$ cat src/rtl/transport_send_scheduler.sv
// Transport send scheduler: arbitrates control and audio words towards the
// sender, counts completed packets and requests packet transmission.
module transport_send_scheduler #(
    parameter int unsigned AUDIO_WORDS    = 7,
    parameter int unsigned MAX_CTRL_BURST = 4,
    parameter int unsigned PEND_W         = 4
) (
    input  logic        clk,
    input  logic        reset,
    input  logic        ctrl_req,
    input  logic [15:0] ctrl_data,
    output logic        ctrl_ack,
    input  logic        audio_req,
    input  logic [15:0] audio_data,
    output logic        audio_ack,
    output logic [1:0]  cmd,
    output logic [15:0] data,
    input  logic        sender_busy,
    input  logic        sender_sending,
    input  logic        tx_enable,
    output logic        send_data,
    output logic        overflow
);

    localparam int unsigned BurstW = $clog2(MAX_CTRL_BURST + 1);
    localparam int unsigned WordW  = (AUDIO_WORDS > 1) ? $clog2(AUDIO_WORDS) : 1;
    localparam logic [BurstW-1:0] BurstMax = BurstW'(MAX_CTRL_BURST);
    localparam logic [WordW-1:0]  WordLast = WordW'(AUDIO_WORDS - 1);
    localparam logic [PEND_W-1:0] PendMax  = '1;

    typedef enum logic [1:0] {StIdle, StIssue, StWaitBusy, StWaitDone} issue_st_e;
    typedef enum logic [1:0] {SendIdle, SendPulse, SendStart, SendEnd} send_st_e;

    issue_st_e          ist_q, ist_d;
    logic               grant_audio_q, grant_audio_d;
    logic [15:0]        data_q, data_d;
    logic [1:0]         wait_cnt_q, wait_cnt_d;
    logic [BurstW-1:0]  burst_q, burst_d;
    logic [WordW-1:0]   word_q, word_d;
    send_st_e           sst_q, sst_d;
    logic [2:0]         sto_cnt_q, sto_cnt_d;
    logic [PEND_W-1:0]  pending_q, pending_d;
    logic               overflow_q, overflow_d;

    logic grant_ctrl, grant_audio, ctrl_done, audio_done, word_wrap, pend_inc, pend_dec;

    // Issue FSM: grant a requester, present the word for one cycle, track sender progress.
    always_comb begin
        ist_d         = ist_q;
        grant_audio_d = grant_audio_q;
        data_d        = data_q;
        wait_cnt_d    = wait_cnt_q;
        grant_ctrl    = 1'b0;
        grant_audio   = 1'b0;
        ctrl_done     = 1'b0;
        audio_done    = 1'b0;
        cmd           = 2'b00;
        ctrl_ack      = 1'b0;
        audio_ack     = 1'b0;
        case (ist_q)
            StIdle: begin
                if (!sender_busy) begin
                    if (ctrl_req && (!audio_req || burst_q < BurstMax)) begin
                        grant_ctrl    = 1'b1;
                        grant_audio_d = 1'b0;
                        data_d        = ctrl_data;
                        ist_d         = StIssue;
                    end else if (audio_req) begin
                        grant_audio   = 1'b1;
                        grant_audio_d = 1'b1;
                        data_d        = audio_data;
                        ist_d         = StIssue;
                    end
                end
            end
            StIssue: begin
                cmd        = grant_audio_q ? 2'b10 : 2'b01;
                ctrl_ack   = !grant_audio_q;
                audio_ack  = grant_audio_q;
                wait_cnt_d = '0;
                ist_d      = StWaitBusy;
            end
            StWaitBusy: begin
                // Sender never picked the word up: give up without counting it.
                if (sender_busy) begin
                    ist_d = StWaitDone;
                end else if (wait_cnt_q == 2'd3) begin
                    ist_d = StIdle;
                end else begin
                    wait_cnt_d = wait_cnt_q + 2'd1;
                end
            end
            StWaitDone: begin
                if (!sender_busy) begin
                    ctrl_done  = !grant_audio_q;
                    audio_done = grant_audio_q;
                    ist_d      = StIdle;
                end
            end
            default: ist_d = StIdle;
        endcase
    end

    // Control burst limiter and audio word counter.
    always_comb begin
        burst_d   = burst_q;
        word_d    = word_q;
        word_wrap = 1'b0;
        // Burst only matters while audio is waiting.
        if (!audio_req || grant_audio) begin
            burst_d = '0;
        end else if (grant_ctrl && burst_q != BurstMax) begin
            burst_d = burst_q + 1'b1;
        end
        if (audio_done) begin
            if (word_q == WordLast) begin
                word_d    = '0;
                word_wrap = 1'b1;
            end else begin
                word_d = word_q + 1'b1;
            end
        end
    end

    // Send FSM: pulse send_data for each pending packet and wait for the sender to finish it.
    always_comb begin
        sst_d     = sst_q;
        sto_cnt_d = sto_cnt_q;
        send_data = 1'b0;
        pend_dec  = 1'b0;
        case (sst_q)
            SendIdle: begin
                if (pending_q != '0 && tx_enable && !sender_sending) begin
                    sst_d = SendPulse;
                end
            end
            SendPulse: begin
                send_data = 1'b1;
                sto_cnt_d = '0;
                sst_d     = SendStart;
            end
            SendStart: begin
                // No packet started: retry later, the packet stays pending.
                if (sender_sending) begin
                    sst_d = SendEnd;
                end else if (sto_cnt_q == 3'd7) begin
                    sst_d = SendIdle;
                end else begin
                    sto_cnt_d = sto_cnt_q + 3'd1;
                end
            end
            SendEnd: begin
                if (!sender_sending) begin
                    pend_dec = 1'b1;
                    sst_d    = SendIdle;
                end
            end
            default: sst_d = SendIdle;
        endcase
    end

    // Pending-packet counter with sticky saturation flag.
    always_comb begin
        pend_inc   = ctrl_done | word_wrap;
        pending_d  = pending_q;
        overflow_d = overflow_q;
        if (pend_inc && !pend_dec) begin
            if (pending_q == PendMax) begin
                overflow_d = 1'b1;
            end else begin
                pending_d = pending_q + 1'b1;
            end
        end else if (pend_dec && !pend_inc) begin
            pending_d = pending_q - 1'b1;
        end
    end

    // State registers with synchronous active-low reset.
    always_ff @(posedge clk) begin
        if (!reset) begin
            ist_q         <= StIdle;
            grant_audio_q <= 1'b0;
            data_q        <= '0;
            wait_cnt_q    <= '0;
            burst_q       <= '0;
            word_q        <= '0;
            sst_q         <= SendIdle;
            sto_cnt_q     <= '0;
            pending_q     <= '0;
            overflow_q    <= 1'b0;
        end else begin
            ist_q         <= ist_d;
            grant_audio_q <= grant_audio_d;
            data_q        <= data_d;
            wait_cnt_q    <= wait_cnt_d;
            burst_q       <= burst_d;
            word_q        <= word_d;
            sst_q         <= sst_d;
            sto_cnt_q     <= sto_cnt_d;
            pending_q     <= pending_d;
            overflow_q    <= overflow_d;
        end
    end

    assign data     = data_q;
    assign overflow = overflow_q;

endmodule

$ cat config.mk
export PLATFORM = sky130hd
export DESIGN_NAME = transport_send_scheduler
export DESIGN_NICKNAME = d
export VERILOG_FILES = /design/src/rtl/transport_send_scheduler.sv
export SDC_FILE = /design/constraint.sdc
export NUM_CORES = 1
export LEC_CHECK = 0
export ABC_CLOCK_PERIOD_IN_PS = 6170
export CAP_MARGIN = 0
export CORE_AREA = 2 2 68 70
export DETAILED_ROUTE_END_ITERATION = 8
export DIE_AREA = 0 0 70 72
export PLACE_DENSITY = 0.89
export SETUP_SLACK_MARGIN = 0.2
export SYNTH_ARGS = -nofsm -noshare
export SYNTH_HDL_FRONTEND = slang
export SYNTH_SLANG_ARGS = --single-unit
$ cat constraint.sdc
create_clock -name clk -period 6.17 [get_ports clk]
set_clock_uncertainty 0.15 [all_clocks]
set_input_delay 0.9255 -clock clk [delete_from_list [all_inputs] [get_ports clk]]
set_output_delay 0.9255 -clock clk [all_outputs]
set_load 0.01 [all_outputs]
==> insert_results.sql <==
INSERT INTO impl_metrics (metric_group, metric, value, unit) VALUES
('final_layout', 'drive_gt1_share', '5.490', '%'),
('floorplanning', 'core', '4264', 'um2'),
('floorplanning', 'die_width', '70', 'um'),
('cts', 'post_cts.resized_instances', '0', ''),
('critical_path', 'slowest_stage', 'clkdlybuf4s50_1', ''),
('cts', 'clock_latency_of_the_later_clocked_register_in_the_worst_skew_pair', '0.29', 'ns'),
('final_layout', 'num-nets-final', '301', ''),
('synth', 'synth.distinct_cells', '39', ''),
('cts', 'clock_tree.buffer_depth', '2', ''),
('power_and_ir_drop', 'power.share.sequential', '49.2', '%'),
('power_and_ir_drop', 'pwr-share-clk', '31.3', '%'),
('cts', 'postCtsHoldBufs', '0', ''),
('synth', 'share_of_the_yosys_chip_area_belonging_to_registers', '39.21', '%'),
('global_route', 'number_of_global_route_vias_before_repair', '1513', ''),
('power_and_ir_drop', 'leakage', '1.164', 'nW'),
('routing', 'drt_pre_antenna_iters', '4', ''),
('synth', 'netlist.top_cell.by_area', 'dfxtp_1', ''),
('critical_path', 'cp_arrival', '3.03', 'ns'),
('sta', 'finalWorstPathRequiredPeriod', '3.002', 'ns'),
('synth', 'synthesized_flop_and_latch_total', '37', ''),
('synth', 'mappedNetlistArea', '1889', 'um2'),
('critical_path', 'critical_path.cell_chain', 'clkdlybuf4s50_1 -> and3b_2 -> o211ai_1 -> ha_1 -> a21o_1 -> a21oi_1 -> xnor2_1 -> nand2_1 -> mux2i_1', ''),
('routing', 'dr.first_iter.drc_count', '47', ''),
('final_layout', 'fill_cells', '368', ''),
('sta', 'worst-slew-pin-transition', '1.185', 'ns'),
('sta', 'maxSlewViolCount', '0', ''),
('place', 'port-buffer-count', '60', ''),
('final_layout', 'mostFrequentLayoutCell', 'clkdlybuf4s50_1', ''),
('synth', 'synth_top_cells_by_area', 'dfxtp_1 (39%), mux2i_1 (10%), o211a_1 (9.0%)', ''),
('critical_path', 'worst-endpoint-required', '6.20', 'ns'),
('global_route', 'maximum_number_of_pins_on_one_net_before_global_route_repair', '37', ''),
('cts', 'cts-root-buf', 'clkbuf_8', ''),
('routing', 'routed_wirelength', '3887', 'um'),
('sta', 'grt_setup_unrepaired', 'no', ''),
('floorplanning', 'row_count', '24', ''),
('global_route', 'grt_antenna_before_repair', '0', ''),
('synth', 'synth-async-reset-ratio', '0', '%'),
('sta', 'final_min_period_over_clock_period', '48.65', '%'),
('power_and_ir_drop', 'net-switching-power', '0.0001412', 'W'),
('cts', 'cts_inserted_buffers', '5', ''),
('synth', 'syn_inst', '200', ''),
('flow_run', 'cap_violations', '0', ''),
('sta', 'slew_headroom', '20.73', '%'),
('synth', 'dominantRegCellSynth', 'dfxtp_1', ''),
('cts', 'clock_sinks', '37', ''),
('final_layout', 'commonest_cells_after_routing_fill_and_taps_aside', 'clkdlybuf4s50_1 (60), dfxtp_1 (37), nand2_1 (29)', ''),
('global_route', 'grt_first_pass_wirelength', '6582', 'um'),
('synth', 'synth_edf_count', '0', ''),
('cts', 'tritoncts', 'yes', ''),
('place', 'hpwlAfterDp', '2855', 'um'),
('critical_path', 'crit_path_start_kind', 'input pin', ''),
('critical_path', 'timing.setup.critical_path_class', 'in2reg', ''),
('power_and_ir_drop', 'power_density', '207.8', 'nW/um2'),
('global_route', 'gr-total-overflow', '0', ''),
('global_route', 'global_route.usage.total', '16.33', '%'),
('sta', 'finalSetupTns', '0', 'ns'),
('worst_hold_path', 'worst_min_delay_path_class', 'reg2reg', ''),
('final_layout', 'antenna-diode-count', '0', ''),
('run_status', 'result_of_the_run', 'finished clean', ''),
('routing', 'drc', '0', ''),
('power_and_ir_drop', 'power_switching_share', '26.43', '%'),
('floorplanning', 'die_h', '72', 'um'),
('routing', 'routedWlPerCell', '12.66', 'um'),
('power_and_ir_drop', 'power.internal', '0.0003929', 'W'),
('cts', 'postCtsSetupRepairBufs', '0', ''),
('critical_path', 'endpoint_kind', 'flip-flop', ''),
('cts', 'path_clk_slew', '0.08', 'ns'),
('synth', 'synth.avg_cell_area', '9.447', 'um2'),
('routing', 'detailroute.via_count', '1595', ''),
('floorplanning', 'ios', '61', ''),
('routing', 'drtAntennaViolNets', '0', '');
## state kept, by name, summed over array words and instances (netlist names)
signal         flops
data              16
pending_q          4
burst_q            3
sto_cnt_q          3
word_q             3
ist_q              2
sst_q              2
wait_cnt_q         2
grant_audio_q      1
overflow           1
## cells by family (layout without fill, tap and decap cells)
group                      Yosys count  in the layout  share of synthesized area, %
buffers and inverters               17             72                         4.767
AOI/OAI and AO/OA                   48             48                         19.80
xor gates and xnor gates             4              4                         1.855
DFF                                 37             37                         39.21
muxes                               20             20                         11.26
and+or+nand+nor                     66             66                         17.42
adders and majority gates            8              8                         5.695
## layer usage
metal	GRT usage (%)	wire [um]	vias to the layer above
li1	-	-	810
met1	18.28	1696	723
met2	26.56	1735	56
met3	7.917	388	6
met4	7.265	65	0
met5	0	0	-
## final cells by class
class                           count  area [um2]  share of cell area [%]
Multi-Input combinational cell    146        1062                   41.33
Sequential cell                    37       740.7                   28.82
Timing Repair Buffer               60       600.6                   23.37
Clock buffer                        5       68.82                   2.678
Tap cell                           52       65.06                   2.532
Clock inverter                      3       17.52                  0.6816
Inverter                            4       15.01                  0.5842
## stage by stage
stage	worst slack [ns]	instance area [um2]	hold slack [ns]	util, %	cells
2_1_floorplan	3.558	1889	0.3082	-	200
3_5_place_dp	2.862	2484	0.3042	58.25	299
3_3_place_gp	2.917	2484	0.2987	58.25	299
6_report	3.168	2570	0.3164	60.27	307
4_1_cts	3.185	2570	0.3224	60.27	307
5_1_grt	2.996	2570	0.3546	60.27	307
## synth_stat cells, types with 2 or more instances
| cell type | instances |
|---|---|
| nor2_1 | 11 |
| buf_4 | 6 |
| xnor2_1 | 3 |
| and2_1 | 3 |
| inv_1 | 4 |
| buf_2 | 3 |
| nand3b_1 | 2 |
| a21oi_1 | 6 |
| a21o_1 | 2 |
| mux2i_1 | 19 |
| dfxtp_1 | 37 |
| nor2b_1 | 4 |
| o21ai_0 | 7 |
| a21boi_0 | 4 |
| nand3_1 | 4 |
| clkbuf_1 | 4 |
| nand2_1 | 29 |
| ha_1 | 7 |
| nand2b_1 | 3 |
| nor4b_1 | 2 |
| o21a_1 | 3 |
| o211a_1 | 17 |
| a22oi_1 | 2 |
| nor3b_1 | 3 |
## power by group through the flow
stage	Clock (W)	Combinational, W	Sequential [W]
5_1_grt	0.000183	0.000114	0.000264
6_report	0.000167	0.000104	0.000263
3_3_place_gp	0	0.000102	0.000267
2_1_floorplan	0	0.0000494	0.000269
3_5_place_dp	0	0.000105	0.000268
4_1_cts	0.000173	0.000105	0.000263
## final timing paths
| kind | from | end | slack [ns] | cells after the start |
|---|---|---|---|---|
| max | sender_busy | pending_q[3] | 3.17 | 9 |
| min | overflow | overflow | 0.32 | 1 |
| max reg2reg | ist_q[1] | pending_q[3] | 3.83 | 8 |
| min reg2reg | overflow | overflow | 0.32 | 1 |
## critical path, delay by kind of cell
family / cells / cell delay, ns
multiplexers: 1 / 0.12
AO/OA/AOI/OAI: 3 / 0.58
XOR/XNOR: 1 / 0.13
AND/OR/NAND/NOR: 2 / 0.36
adder cells (fa/ha/maj): 1 / 0.33
buffers and inverters: 1 / 0.58
Note: power is estimated with default switching activity, not from simulation.
